**src/rtl/counter_stim_driver.sv**
```systemverilog
// Command-driven stimulus initiator for a 3-bit loadable counter: LOAD and INC bursts over ld/inc/data_in.
// Define STIM_READBACK_EN to build in expected-value tracking and the readback mismatch check.
module counter_stim_driver #(
    parameter int WIDTH = 3,
    parameter int LEN_W = 4
) (
    input  logic             clk,
    input  logic             rst,
    input  logic             cmd_valid,
    output logic             cmd_ready,
    input  logic             cmd_op,
    input  logic [WIDTH-1:0] cmd_data,
    input  logic [LEN_W-1:0] cmd_len,
    output logic             ctr_ld,
    output logic             ctr_inc,
    output logic [WIDTH-1:0] ctr_data_in,
    input  logic [WIDTH-1:0] ctr_data_out,
    output logic             done,
    input  logic             clr_err,
    output logic             err_sat,
    output logic             err_mismatch
);

    // state | meaning
    // IDLE  | waiting for a command, cmd_ready high
    // LD    | one-cycle load strobe
    // INC   | one-cycle increment strobe
    // CHK   | readback check and burst continue/finish decision
    typedef enum logic [1:0] {IDLE, LD, INC, CHK} state_t;

    state_t           state, state_nxt;
    logic [LEN_W-1:0] rem;
    logic             accept;
    logic             sat_hit;

    assign cmd_ready = (state == IDLE) && rst;
    assign accept    = cmd_valid && cmd_ready;

    always_comb begin
        state_nxt = state;
        ctr_ld    = 1'b0;
        ctr_inc   = 1'b0;
        done      = 1'b0;
        sat_hit   = 1'b0;
        case (state)
            IDLE: begin
                if (accept) state_nxt = cmd_op ? CHK : LD;
            end
            LD: begin
                ctr_ld    = 1'b1;
                state_nxt = CHK;
            end
            INC: begin
                ctr_inc   = 1'b1;
                state_nxt = CHK;
            end
            CHK: begin
                if (rem == '0) begin
                    done      = 1'b1;
                    state_nxt = IDLE;
                end else if (ctr_data_out == {WIDTH{1'b1}}) begin
                    // Stop short rather than wrap the counter.
                    sat_hit   = 1'b1;
                    done      = 1'b1;
                    state_nxt = IDLE;
                end else begin
                    state_nxt = INC;
                end
            end
            default: state_nxt = IDLE;
        endcase
    end

    always_ff @(posedge clk or negedge rst) begin
        if (!rst) begin
            state       <= IDLE;
            rem         <= '0;
            ctr_data_in <= '0;
            err_sat     <= 1'b0;
        end else begin
            state <= state_nxt;
            if (accept) begin
                rem <= cmd_len;
                if (!cmd_op) ctr_data_in <= cmd_data;
            end else if (state == INC) begin
                rem <= rem - LEN_W'(1);
            end else if (sat_hit) begin
                rem <= '0;
            end
            if (sat_hit)      err_sat <= 1'b1;
            else if (clr_err) err_sat <= 1'b0;
        end
    end

`ifdef STIM_READBACK_EN
    logic [WIDTH-1:0] exp_val;
    logic             first;
    logic             mism;

    assign mism = (state == CHK) && !first && (ctr_data_out != exp_val);

    always_ff @(posedge clk or negedge rst) begin
        if (!rst) begin
            exp_val      <= '0;
            first        <= 1'b0;
            err_mismatch <= 1'b0;
        end else begin
            if (accept) first <= cmd_op;
            else if (state == CHK) first <= 1'b0;

            // A burst starts from whatever the counter currently holds.
            if (state == LD)                 exp_val <= ctr_data_in;
            else if (state == CHK && first)  exp_val <= ctr_data_out;
            else if (state == INC)           exp_val <= exp_val + WIDTH'(1);

            if (mism)         err_mismatch <= 1'b1;
            else if (clr_err) err_mismatch <= 1'b0;
        end
    end
`else
    assign err_mismatch = 1'b0;
`endif

endmodule

```
**config.mk**
```make
export PLATFORM = sky130hd
export DESIGN_NAME = counter_stim_driver
export DESIGN_NICKNAME = d
export VERILOG_FILES = /design/src/rtl/counter_stim_driver.sv
export SDC_FILE = /design/constraint.sdc
export NUM_CORES = 1
export LEC_CHECK = 0
export BUFFER_PORTS_ARGS = -buffer_cell sky130_fd_sc_hd__buf_2
export CORE_MARGIN = 2
export CORE_UTILIZATION = 45
export DETAILED_ROUTE_END_ITERATION = 7
export PLACE_DENSITY = 0.75
export SYNTH_ARGS = -nofsm -noshare
export SYNTH_HDL_FRONTEND = slang
export SYNTH_SLANG_ARGS = --single-unit
```
**constraint.sdc**
```tcl
create_clock -name clk -period 4.1 [get_ports clk]
set_input_delay 0 -clock clk [delete_from_list [all_inputs] [get_ports clk]]
set_output_delay 0 -clock clk [all_outputs]
set_load 0.005 [all_outputs]
```
==> flow_summary.toml <==
[run_status]
run_status = "completed"

[critical_path]
worst-path-max-fanout = 9
worst_ep_required_time_ns = 4.25
critPathLaunchType = "flip-flop"
critical_setup_path_kind = "reg2reg"
worstPathArrival_ns = 1.97
critPathCaptureType = "flip-flop"

[floorplan]
fp.dieArea_mm2 = 0.001723
fp.dieH_um = 41.51
total_core_area_mm2 = 0.001301
std_cell_rows = 13
start_util = 0.4865
horizontal_extent_of_the_die_um = 41.51
num_io_pins = 24

[clock_tree]
clock_tree.htree_level_count = 1
cts_buffers = 3
cts.repair.resized = 0
clock_insertion_delay_worst_skew_ns = 0.26
tritoncts = "built"
clockBufferDepth = 2
cts.root.buffer_cell = "clkbuf_4"
worst_setup_hold_path_clk_slew_ns = 0.07
clock_sink_count = 10

[drt]
via_per_inst = 5.117
vias = 568
drtPass1Iterations = 4
antenna_left = 0
drtIter0Drc = 3
drt-wirelength-per-cell_um = 11.93
drc = 0
routed_wl_mm = 1.324

[synth]
synth.most_common_cell = "dfrtp_1"
mappedNetlistNets = 86
number_of_enable_flip_flop_cells_after_synthesis = 0
synth-seq-cells = 10
async_flop_share = 1.000
yosysWarningCount = 0
synth_top_cells_by_area = "dfrtp_1 (40%), ha_1 (16%), mux2_2 (5.3%), o211ai_1 (3.6%), inv_1 (3.0%)"
fraction_of_the_yosys_area_taken_by_sequential_cells = 0.3953
netlist.top_cell.by_area = "dfrtp_1"
synth_commonest_cells = "dfrtp_1 (10), ha_1 (8), inv_1 (5)"
synth_cells = 63
synthFlopType = "dfrtp_1"
synth_largest_type_area_fraction = 0.3953
post_synth_instance_area_um2 = 633.1
post_synth_num_cell_types = 27
syn_avg_cell_area_um2 = 10.05

[sta]
timing.fmax_ghz = 0.5497
timing.hold.ws_ns = 0.01582
timing.setup.tns_ns = 0
final-max-slew-violation-count = 0
timing.max_slew.rel_slack = 0.6577
timing_worst_slew_pin_value_ns = 0.5089
final.setup_skew_ns = 0.0005114
period_needed_ns = 1.819
unrepaired_setup_endpoints_after_global_routing = "false"
setup_viol = 0
report.final.hold_viol_count = 0
fin_crit_sh = 0.4437

[placement]
post-dp-hpwl_um = 941.2
io_buffer_count = 22
place_inst = 99
place.gp.congestion = 0.6627

[power]
power_per_cell_area_mw_per_mm2 = 587.3
irDropWorstVdd_mv = 0.3109
p_leak_nw = 0.4389

[grt]
grt_overflow = 0
grt_pass1_vias = 533
grt_first_pass_wirelength_mm = 2.214
grt_start_max_net_pins = 14
grt_util_all_layers = 0.1659
number_of_antenna_violations_at_the_first_check_in_global_routing = 0

[cells_and_area]
final_nets = 120
post_route_cells_drive_above_1_share = 0.3229
post_layout_instance_count_excluding_filler_cells = 111
n_antenna_cell = 0
synthToLayoutAreaGrowth_pct = 37.55

[flow_run]
timing.max_cap.violations = 0

[worst_hold_path]
worst_hold_path_type = "in2reg"
metal layers:
layer | up-vias | GRT usage | routed length [um]
met2 | 16 | 0.2750 | 626
met1 | 259 | 0.2099 | 609
met4 | 0 | 0.07742 | 10
li1 | 291 | - | -
met5 | - | 0 | 0
met3 | 2 | 0.02609 | 78
placed cells by master (no fill, tap or decap), drive strengths merged, types with 2 or more instances in the layout:
| cell type | n |
|---|---|
| a21oi | 2 |
| nor3b | 2 |
| inv | 5 |
| dlygate4sd3 | 8 |
| ha | 8 |
| a21boi | 2 |
| nor2 | 4 |
| clkbuf | 4 |
| o21ai | 3 |
| buf | 22 |
| o211ai | 3 |
| dfrtp | 10 |
| nand3 | 3 |
| o21a | 2 |
| nand2 | 3 |
| mux2 | 3 |
final timing paths:
kind,end,startpoint,cells past startpoint,slack (ns)
setup / recovery,ctr_data_in[1],state[0],5,2.28
hold / removal,rem[0],cmd_len[0],3,0.02
setup reg to reg,ctr_data_in[1],state[0],5,2.28
hold reg to reg,ctr_data_in[2],ctr_data_in[2],1,0.51
max in group asynchronous,ctr_data_in[1],rst,2,3.75
min in group asynchronous,rem[0],rst,2,0.14
registers in the layout (all words and copies together) (netlist names):
signal       count
ctr_data_in      3
err_sat          1
rem              4
state            2
where the power goes:
group / internal (mW) / switching [mW]
Sequential: 0.145 / 0.0365
Combinational: 0.124 / 0.115
Clock: 0.0539 / 0.0365
worst max-delay path, stage by stage (launching register included):
cell and delay, ns:
dfrtp_1 0.43, inv_1 0.12, ha_1 0.18, nand3_1 0.29
nor2_1 0.31, mux2_2 0.36
metrics by stage:
stage | power, mW | instance area (um^2) | setup WS [ns] | utilization
after CTS | 0.5173 | 870.8 | 2.274 | 0.6692
after floorplan | 0.3456 | 633.1 | 2.481 | -
after global routing | 0.5610 | 870.8 | 2.115 | 0.6692
final | 0.5115 | 870.8 | 2.281 | 0.6692
after global placement | 0.4130 | 754.5 | 2.362 | 0.5798
after detailed placement | 0.4192 | 754.5 | 2.279 | 0.5798
logic make-up (layout without fill, tap and decap cells):
| family | Yosys count | count (layout) | share of synthesized area |
|---|---|---|---|
| multiplexers | 4 | 4 | 0.06917 |
| other | 1 | 1 | 0.005923 |
| adder cells (fa/ha/maj) | 8 | 8 | 0.1581 |
| AND/OR/NAND/NOR | 19 | 19 | 0.1680 |
| flip-flops | 10 | 10 | 0.3953 |
| AO/OA/AOI/OAI | 15 | 15 | 0.1620 |
| buffers and inverters | 6 | 39 | 0.04151 |
area by class of cell:
class	instances	area, um^2
clock buffers	4	36.28
fillers	114	430.4
inverters	5	18.77
multi-input cells	47	356.6
flip-flops and latches	10	250.2
well taps	15	18.77
repair buffers	30	190.2
repair_timing:
action / CTS / global route
setup buffers: 0 / 0
hold buffers: 8 / 0
hold endpoints to repair: 17 / 0
No activity file was read; power rests on OpenSTA's default activity.
